`src/rtl/rx_decoder_66b_64b_pkg.sv`:
```
// Shared constants and types for the 64b/66b receive path.
package rx66_pkg;
  localparam logic [1:0] SH_DATA = 2'b01;
  localparam logic [1:0] SH_CTRL = 2'b10;

  typedef enum logic [1:0] {HUNT, SLIP_HOLD, LOCKED} lock_state_t;

  // x^58 + x^39 + 1
  localparam int TAP_A = 39;
  localparam int TAP_B = 58;

  function automatic logic [63:0] bit_rev64(input logic [63:0] v);
    logic [63:0] r;
    r = '0;
    for (int i = 0; i < 64; i++) r[i] = v[63-i];
    return r;
  endfunction
endpackage

```
`src/rtl/rx_decoder_66b_64b_descrambler.sv`:
```
// Self-synchronous x^58+x^39+1 descrambler, 64 bits per enabled cycle, registered output.
module descrambler_64bit
  import rx66_pkg::*;
#(
  parameter bit REVERSE = 1'b0
) (
  input  logic        clk,
  input  logic        rst,
  input  logic        en,
  input  logic        bypass,
  input  logic [63:0] data_in,
  output logic [63:0] data_out
);
  logic [57:0]  hist;
  logic [63:0]  s, d;
  logic [121:0] ext;

  // ext[58+i] is payload bit i; ext[0..57] are the previous 58 scrambled bits, oldest at 0
  always_comb begin
    s   = REVERSE ? bit_rev64(data_in) : data_in;
    ext = {s, hist};
    d   = '0;
    for (int i = 0; i < 64; i++)
      d[i] = ext[TAP_B+i] ^ ext[TAP_B-TAP_A+i] ^ ext[i];
  end

  always_ff @(posedge clk or posedge rst) begin
    if (rst) begin
      hist     <= '0;
      data_out <= '0;
    end else if (en) begin
      hist     <= s[63:64-TAP_B];
      data_out <= bypass ? data_in : (REVERSE ? bit_rev64(d) : d);
    end
  end
endmodule

```
`src/rtl/rx_decoder_66b_64b.sv`:
```
// Single-lane 64b/66b receive path: sync-header block lock, gearbox slip control, descrambling.
module rx_decoder_66b_64b
  import rx66_pkg::*;
#(
  parameter int LOCK_COUNT = 64,
  parameter int BAD_LIMIT  = 16,
  parameter int SLIP_WAIT  = 32,
  parameter bit REVERSE    = 1'b0
) (
  input  logic        clk,
  input  logic        rst,
  input  logic        rx_valid,
  input  logic [65:0] rx_data_in,
  input  logic        descramble_bypass,
  output logic [63:0] rx_data_out,
  output logic [1:0]  rx_header_out,
  output logic        rx_valid_out,
  output logic        block_lock,
  output logic        slip,
  output logic        hdr_err
);
  localparam int MAXP = (LOCK_COUNT > BAD_LIMIT)
                        ? ((LOCK_COUNT > SLIP_WAIT) ? LOCK_COUNT : SLIP_WAIT)
                        : ((BAD_LIMIT  > SLIP_WAIT) ? BAD_LIMIT  : SLIP_WAIT);
  localparam int CW = $clog2(MAXP) + 1;
  localparam logic [CW-1:0] LOCK_C = CW'(LOCK_COUNT);
  localparam logic [CW-1:0] BAD_C  = CW'(BAD_LIMIT);
  localparam logic [CW-1:0] WAIT_C = CW'(SLIP_WAIT);

  function automatic logic [CW-1:0] sat_inc(input logic [CW-1:0] c);
    return (c == {CW{1'b1}}) ? c : c + CW'(1);
  endfunction

  lock_state_t   state;
  logic [CW-1:0] good_cnt, win_cnt, bad_cnt, wait_cnt;
  logic [CW-1:0] good_inc, win_inc, bad_inc, wait_inc;
  logic [1:0]    hdr;
  logic          hdr_ok;

  assign hdr      = rx_data_in[1:0];
  assign hdr_ok   = (hdr == SH_DATA) || (hdr == SH_CTRL);
  assign good_inc = sat_inc(good_cnt);
  assign win_inc  = sat_inc(win_cnt);
  assign bad_inc  = hdr_ok ? bad_cnt : sat_inc(bad_cnt);
  assign wait_inc = sat_inc(wait_cnt);

  descrambler_64bit #(.REVERSE(REVERSE)) u_descr (
    .clk      (clk),
    .rst      (rst),
    .en       (rx_valid),
    .bypass   (descramble_bypass),
    .data_in  (rx_data_in[65:2]),
    .data_out (rx_data_out)
  );

  always_ff @(posedge clk or posedge rst) begin
    if (rst) begin
      state         <= HUNT;
      good_cnt      <= '0;
      win_cnt       <= '0;
      bad_cnt       <= '0;
      wait_cnt      <= '0;
      block_lock    <= 1'b0;
      slip          <= 1'b0;
      hdr_err       <= 1'b0;
      rx_valid_out  <= 1'b0;
      rx_header_out <= '0;
    end else begin
      slip         <= 1'b0;
      hdr_err      <= rx_valid & ~hdr_ok;
      // qualify with the lock seen by this block, before its own FSM update
      rx_valid_out <= rx_valid & block_lock;
      if (rx_valid) begin
        rx_header_out <= hdr;
        case (state)
          HUNT: begin
            if (!hdr_ok) begin
              slip     <= 1'b1;
              good_cnt <= '0;
              wait_cnt <= '0;
              state    <= SLIP_HOLD;
            end else if (good_inc >= LOCK_C) begin
              block_lock <= 1'b1;
              good_cnt   <= '0;
              win_cnt    <= '0;
              bad_cnt    <= '0;
              state      <= LOCKED;
            end else begin
              good_cnt <= good_inc;
            end
          end
          SLIP_HOLD: begin
            if (wait_inc >= WAIT_C) begin
              wait_cnt <= '0;
              state    <= HUNT;
            end else begin
              wait_cnt <= wait_inc;
            end
          end
          LOCKED: begin
            // loss of lock takes priority over the window rollover
            if (bad_inc >= BAD_C) begin
              block_lock <= 1'b0;
              slip       <= 1'b1;
              win_cnt    <= '0;
              bad_cnt    <= '0;
              wait_cnt   <= '0;
              state      <= SLIP_HOLD;
            end else if (win_inc >= LOCK_C) begin
              win_cnt <= '0;
              bad_cnt <= '0;
            end else begin
              win_cnt <= win_inc;
              bad_cnt <= bad_inc;
            end
          end
          default: state <= HUNT;
        endcase
      end
    end
  end
endmodule

```
`config.mk`:
```
export PLATFORM = sky130hd
export DESIGN_NAME = rx_decoder_66b_64b
export DESIGN_NICKNAME = d
export VERILOG_FILES = /design/src/rtl/rx_decoder_66b_64b_pkg.sv /design/src/rtl/rx_decoder_66b_64b_descrambler.sv /design/src/rtl/rx_decoder_66b_64b.sv
export SDC_FILE = /design/constraint.sdc
export NUM_CORES = 1
export LEC_CHECK = 0
export BUFFER_PORTS_ARGS = -buffer_cell sky130_fd_sc_hd__buf_2
export CAP_MARGIN = 0
export CORE_ASPECT_RATIO = 1.2
export CORE_UTILIZATION = 43
export DETAILED_ROUTE_END_ITERATION = 7
export GPL_TIMING_DRIVEN = 0
export PLACE_DENSITY = 0.73
export SETUP_SLACK_MARGIN = 0.02
export SLEW_MARGIN = 10
export SYNTH_ARGS = -nofsm -noshare
export SYNTH_HDL_FRONTEND = slang
export SYNTH_HIERARCHICAL = 1
export SYNTH_SLANG_ARGS = --single-unit
```
`constraint.sdc`:
```
create_clock -name clk -period 7 [get_ports clk]
set_input_delay 0.35 -clock clk [delete_from_list [all_inputs] [get_ports clk]]
set_output_delay 0.35 -clock clk [all_outputs]
set_load 0.05 [all_outputs]
```
Word-level counts from Yosys, hierarchy flattened
Index checks and enable logic that the tools add are counted.
- add/subtract/negate cells: 4
- multipliers: 0
- divide/modulo/power cells: 0
- magnitude comparators: 4
- equality and inequality tests: 14
- shift operators: 0
- multiplexer cells: 33
- bitwise gates (word level): 131
- reductions and logical operators: 9
- operators with widths (operator ; number):
    bitwise XOR 1 bit ; 128
    2-to-1 mux 7 bit ; 16
    2-to-1 mux 64 bit ; 1
    adder 7 x 1 -> 7 bit (second input constant) ; 4
    == test 7 bit (second input constant) ; 4
    case mux 7 bit (2 select lines) ; 2
    case mux 7 bit (3 select lines) ; 1
    greater-or-equal comparator 7 bit (second input constant) ; 2
    AND reduction 4 bit ; 3
    != test 2 bit (second input constant) ; 5
    2-to-1 mux 2 bit ; 4
    greater-or-equal comparator 7 x 5 -> 1 bit (second input constant) ; 1
    greater-or-equal comparator 7 x 6 -> 1 bit (second input constant) ; 1
    2-to-1 mux 1 bit ; 6
    case mux 2 bit (3 select lines) ; 1
    AND reduction 5 bit ; 1
    == test 2 x 1 -> 1 bit (second input constant) ; 2
    == test 2 bit (second input constant) ; 2
    case mux 1 bit (2 select lines) ; 2
    != test 3 bit (second input constant) ; 1
    nonzero test 3 bit ; 1
    bitwise AND 1 bit ; 2
    logical NOT 2 bit ; 1
    AND reduction 2 bit ; 1
    other kinds (3) ; 3
- register bits after elaboration: 158
- latch bits: 0
- bits in writable memories: 0
- ROM bits: 0
- input port bits: 70
- output and inout port bits: 70
- logic and storage cells: 207
- memories kept: 0

Logic depth before layout (Yosys ltp)
- word-level depth: 7
- depth in mapped cells: 7
- mapped depth without buffers: 6

Modules after synthesis
Netlist, hierarchy kept.
- modules (own cells, without submodules) (module ; instances ; cells each ; area an instance (um2) ; sequential area each (um2)):
    descrambler_64bit ; 1 ; 536 ; 5878.1 ; 3052.9
    rx_decoder_66b_64b ; 1 ; 192 ; 1848.0 ; 900.9

Least setup slack after synthesis
No wires, ideal clock.
- path kind: register -> register
- start: register good_cnt[0]
- end: register win_cnt[5]
- library setup time: 0.095 ns
- data arrival time: 1.744 ns
- data required time: 6.905 ns
- path slack: 5.160 ns
- stages on the path, launching flop included: 8
- path buffers: 1
- period minus slack after synthesis: 1.840 ns
- cells stage by stage: dfrtp_1 -> ha_1 -> and3_1 -> and3_1 -> o31ai_1 -> clkbuf_1 -> a22oi_1 -> o31ai_1
- word-level cells in the longest chain between the ends: 5
- elaborated cells between the ends (all ways): 6
- classes of those cells: 1 x add/sub; 1 x order compare; 2 x eq/ne; 1 x mux; 1 x reduce/logical
- ends and longest elaborated chain (item ; RTL line ; RTL):
    start: declaration ; rx_decoder_66b_64b.sv:35 ; logic [CW-1:0] good_cnt, win_cnt, bad_cnt, wait_cnt;
    start signal: assignment ; rx_decoder_66b_64b.sv:89 ; good_cnt <= good_inc;
    adder 7 x 1 -> 7 bit / == test 7 bit (equally long branches) ; rx_decoder_66b_64b.sv:31 ; return (c == {CW{1'b1}}) ? c : c + CW'(1);
    2-to-1 mux 7 bit (*) ; rx_decoder_66b_64b.sv:31 ;
    greater-or-equal comparator 7 bit (*) ; rx_decoder_66b_64b.sv:82 ; end else if (good_inc >= LOCK_C) begin
    != test 2 bit (no source line) (*) ; n/a ;
    AND reduction 4 bit (no source line) (*) ; n/a ;
    end signal: assignment ; rx_decoder_66b_64b.sv:113 ; win_cnt <= win_inc;
    end: declaration ; rx_decoder_66b_64b.sv:35 ;
Mark *: on every way between the ends. The rest lies on a longest branch, timed or not.
A chain may end at the register's enable or synchronous reset.

Worst setup path in the final report
Same ends and word-level chain as after synthesis.

==> results.txt <==
* Status: completed
* Iteration-0 DRC Markers: ~470
* Resize count post-CTS: 0
* Vias in the first global route: 6,044
- The die is ~120 um wide.
* Stages on the worst setup path: 7
- For this configuration, the core starts out at a cell density of between 40% and 50%.
- STA classifies the critical path startpoint as a flip-flop.
* Detailed-route wire length per cell: 19.2 um
* Fraction of layout instances using a drive strength above 1: a little under a quarter
- Data arrival time of the critical path: between 2000 and 3000 ps
- FF+latch count, synth: roughly 160
- Master of the slowest instance on the critical path: sky130_fd_sc_hd__dfrtp_1
* Worst Hold Depth: 2
* Top_reg_cell synth: sky130_fd_sc_hd__dfrtp_1
- For this run, design rule violations remaining after detail routing come to 0.
* Final worst slack: ~4800 ps
- First-pass GRT wire length: 33,400 um
- Worst Setup Slack post-DPL: a little under 5000 ps
- After detailed placement, the total cell area comes to 8720 um^2.
* Worst Hold Class: primary input to flip-flop
* Number of clock sinks: between 150 and 200
* Average cell area after synthesis: around 11 um^2
- CTS buffer count: 17
- Input/output buffers: between 100 and 150
- Syn Nets: 802
* Static Leak: ~0.004 uW
- Data on the critical path is required at its endpoint by approximately 7300 ps.
- GRT met1 Usage: approximately 28%
- Share of the synthesized area in the top cell type: 51.2%
* Nets: 960
* Slew headroom: slightly above 50%
- Max Cap Violations: 0
* Met2 track demand over resource: between 30 and 40%
- Final number of setup-violating endpoints: 0
- Ports placed on the boundary: 140
* Final sum of negative setup slack: 0 ps
- Root buffer cell: sky130_fd_sc_hd__clkbuf_16
- Broken down by cell family, the worst path's largest delay share belongs to compound AO/OA/AOI/OAI gates.
- After global routing the overflow that remains totals 0.
- Critical Path End Type: flip-flop
* DRT antenna net count: 0
* Tmin final: between 2000 and 2500 ps
* Chip height: between 100 and 150 um
- Number of buffers and inverters on the critical path: 1
- Post-synthesis cell type with the largest combined area: sky130_fd_sc_hd__dfrtp_1
* First-pass iteration count of the detailed router: 6
- Entering global routing, the biggest net connects ~80 pins.
* Cell area power density: roughly 300 nW/um^2
- Latest clock arrival within the worst-skew pair: between 400 and 500 ps
- Counting flops with an async set or reset pin after synthesis yields a share of 100%.
- Counting cells, the worst reg-to-reg path comes to 7.
- The final layout contains routed wiring with a total length of 21,500 um.
- Between clock sinks in the finished design, the worst skew comes to 7.30 ps.
- Static timing analysis puts the maximum clock frequency at between 0.4 and 0.5 GHz.
* Total core area: 17,600 um^2
- Critical path's largest stage delay: about 400 ps
* Synthesis-to-layout area growth: 21.4%
* Pwr Total: between 2000 and 3000 uW
- Placement row count: 53
- Leaving out fill and tap cells, the most frequent cell in the layout is sky130_fd_sc_hd__dfrtp_1.
- The initial antenna violation count is 2.
* Cell area after synthesis: approximately 7700 um^2
- Hold Fails Final Rpt: 0
- Along the worst path, the maximum fanout reaches 10.
- Counting flops with a built-in enable in the synthesized netlist gives 0.
- Share of synthesized area occupied by flip-flops and latches: between 50% and 60%
- Weighted congestion at the end of routability-driven global placement: just under 0.9
* Ratio of final minimum period to clock period: 31.1%
- The routed layout has approximately 6.4k vias.
- The clock tree synthesis step divided the H-tree into 4 levels.
- Global routing used a little under 7% of the available met3 tracks.
* Clock buffer depth: 2
- Total half-perimeter wirelength after legalization and detailed placement: 16,200 um
- Cells fill approximately 53% of the core in the end.
- Most used cells in the layout excluding fill and tap cells: 158 x sky130_fd_sc_hd__dfrtp_1, 151 x sky130_fd_sc_hd__buf_2, 79 x sky130_fd_sc_hd__o21ai_0, 78 x sky130_fd_sc_hd__nor2_1
* Category of the critical setup timing path: flip-flop to flip-flop
* Cell-by-cell listing of the critical path: ha_1 -> and3_1 -> and3_1 -> o31ai_1 -> clkbuf_1 -> a22oi_1 -> o31ai_1
- Clock transition time at the flip-flop clock pins of the worst setup and hold paths: 60 ps
* Dominant cells by area after synthesis: sky130_fd_sc_hd__dfrtp_1 51%, sky130_fd_sc_hd__mux2_1 8.5%, sky130_fd_sc_hd__xnor2_1 7.4%
* Highest-utilization routing layer at the global route stage: met2
- Gate count after technology mapping: about 730
- For this run, the total global-route usage over all layers was measured as 23.7%.
* Clock tree from TritonCTS: yes
* Final design instance area without fill: 9380 um^2
* DIE AREA: between 15,000 and 20,000 um^2
- Peak ir drop on the vdd network: roughly 0.17 mV
- Warnings from Yosys: 6
- Setup repair after global routing left no endpoint under its margin.
- The final number of max-transition violations is 0.
- Via density: 5.68
- At the pin with the least slew margin, the transition time is 730 ps.
- Count of distinct cell types in the synthesized netlist: between 50 and 60
power breakdown:
group          internal, uW  total [uW]  switching, uW
Clock                   652        1020            366
Sequential             1040        1140            105
Combinational           244         741            497
cells by family (layout without fill, tap and decap cells):
kind of cell    after synthesis  count (layout)  share of synthesized area (%)
fa+ha+maj                     4               4                          0.648
mux                          62              62                           9.00
xor+xnor                     68              68                           7.81
buf+inv                      46             217                           3.74
other cells                   0               1                              0
simple gates                209             209                           13.6
compound gates              181             181                           14.0
flops                       158             158                           51.2
routing by layer:
| metal | wire length (um) | vias to the layer above |
|---|---|---|
| met5 | 16 | - |
| met4 | 903 | 2 |
| met3 | 1570 | 49 |
| met2 | 10300 | 263 |
| met1 | 8720 | 3099 |
| li1 | - | 2943 |
area by class of cell:
cell class	count	area (um^2)
Inverter	5	23.8
Multi-Input combinational cell	524	3480
Clock buffer	22	464
Sequential cell	158	3950
Buffer	41	270
Tap cell	220	275
Clock inverter	10	184
Antenna cell	1	2.50
Timing Repair Buffer	139	723
Fill cell	1546	8190
cells in the mapped netlist (2+ instances only):
cell                             instances
sky130_fd_sc_hd__a21o_1                  4
sky130_fd_sc_hd__a21oi_1                11
sky130_fd_sc_hd__a22o_1                  2
sky130_fd_sc_hd__a31oi_1                65
sky130_fd_sc_hd__and2_1                  9
sky130_fd_sc_hd__and3_1                  5
sky130_fd_sc_hd__buf_2                  14
sky130_fd_sc_hd__buf_4                   4
sky130_fd_sc_hd__buf_6                   7
sky130_fd_sc_hd__clkbuf_1               12
sky130_fd_sc_hd__dfrtp_1               158
sky130_fd_sc_hd__dlymetal6s2s_1          3
sky130_fd_sc_hd__ha_1                    4
sky130_fd_sc_hd__inv_1                   5
sky130_fd_sc_hd__mux2_1                 58
sky130_fd_sc_hd__mux2_2                  2
sky130_fd_sc_hd__mux2i_1                 2
sky130_fd_sc_hd__nand2_1                19
sky130_fd_sc_hd__nand2b_1                3
sky130_fd_sc_hd__nand3_1                12
sky130_fd_sc_hd__nor2_1                 78
sky130_fd_sc_hd__nor2b_1                 4
sky130_fd_sc_hd__nor3_1                  5
sky130_fd_sc_hd__o21ai_0                79
sky130_fd_sc_hd__o22ai_1                 2
sky130_fd_sc_hd__o31ai_1                 5
sky130_fd_sc_hd__or2_2                   2
sky130_fd_sc_hd__or3_1                  65
sky130_fd_sc_hd__xnor2_1                65
sky130_fd_sc_hd__xor2_1                  2
worst register-to-register path, cell delays in order, from the launching register on:
cell and delay (ps):
sky130_fd_sc_hd__dfrtp_1 410, sky130_fd_sc_hd__ha_1 240, sky130_fd_sc_hd__and3_1 220, sky130_fd_sc_hd__and3_1 220, sky130_fd_sc_hd__o31ai_1 360, sky130_fd_sc_hd__clkbuf_1 380, sky130_fd_sc_hd__a22oi_1 160, sky130_fd_sc_hd__o31ai_1 100
worst paths after layout:
| check | to | slack [ps] | start |
|---|---|---|---|
| max in group asynchronous | u_descr/hist[11] | 5730 | rst |
| min reg2reg | win_cnt[6] | 490 | win_cnt[6] |
| max reg2reg | win_cnt[5] | 4820 | good_cnt[0] |
| max | win_cnt[5] | 4820 | good_cnt[0] |
| min in group asynchronous | u_descr/hist[39] | 520 | rst |
| min | u_descr/hist[52] | 160 | rx_data_in[60] |
sequential cells by signal (all words and copies together), names as in the netlist:
name              count
u_descr/data_out     64
u_descr/hist         58
bad_cnt               7
good_cnt              7
wait_cnt              7
win_cnt               7
rx_header_out         2
state                 2
block_lock            1
hdr_err               1
rx_valid_out          1
slip                  1
metrics by stage:
step,cells,hold slack (ps)
detailed placement,1086,422
global route,1119,161
CTS,1119,145
floorplan,728,454
finish,1120,162
global placement,1085,470
timing repair:
| item | CTS | global route |
|---|---|---|
| hold buffers | 1 | 0 |
| buffers inserted | 0 | 0 |
| endpoints found under the hold margin | 44 | 0 |
Note: power is estimated with default switching activity, not from simulation.
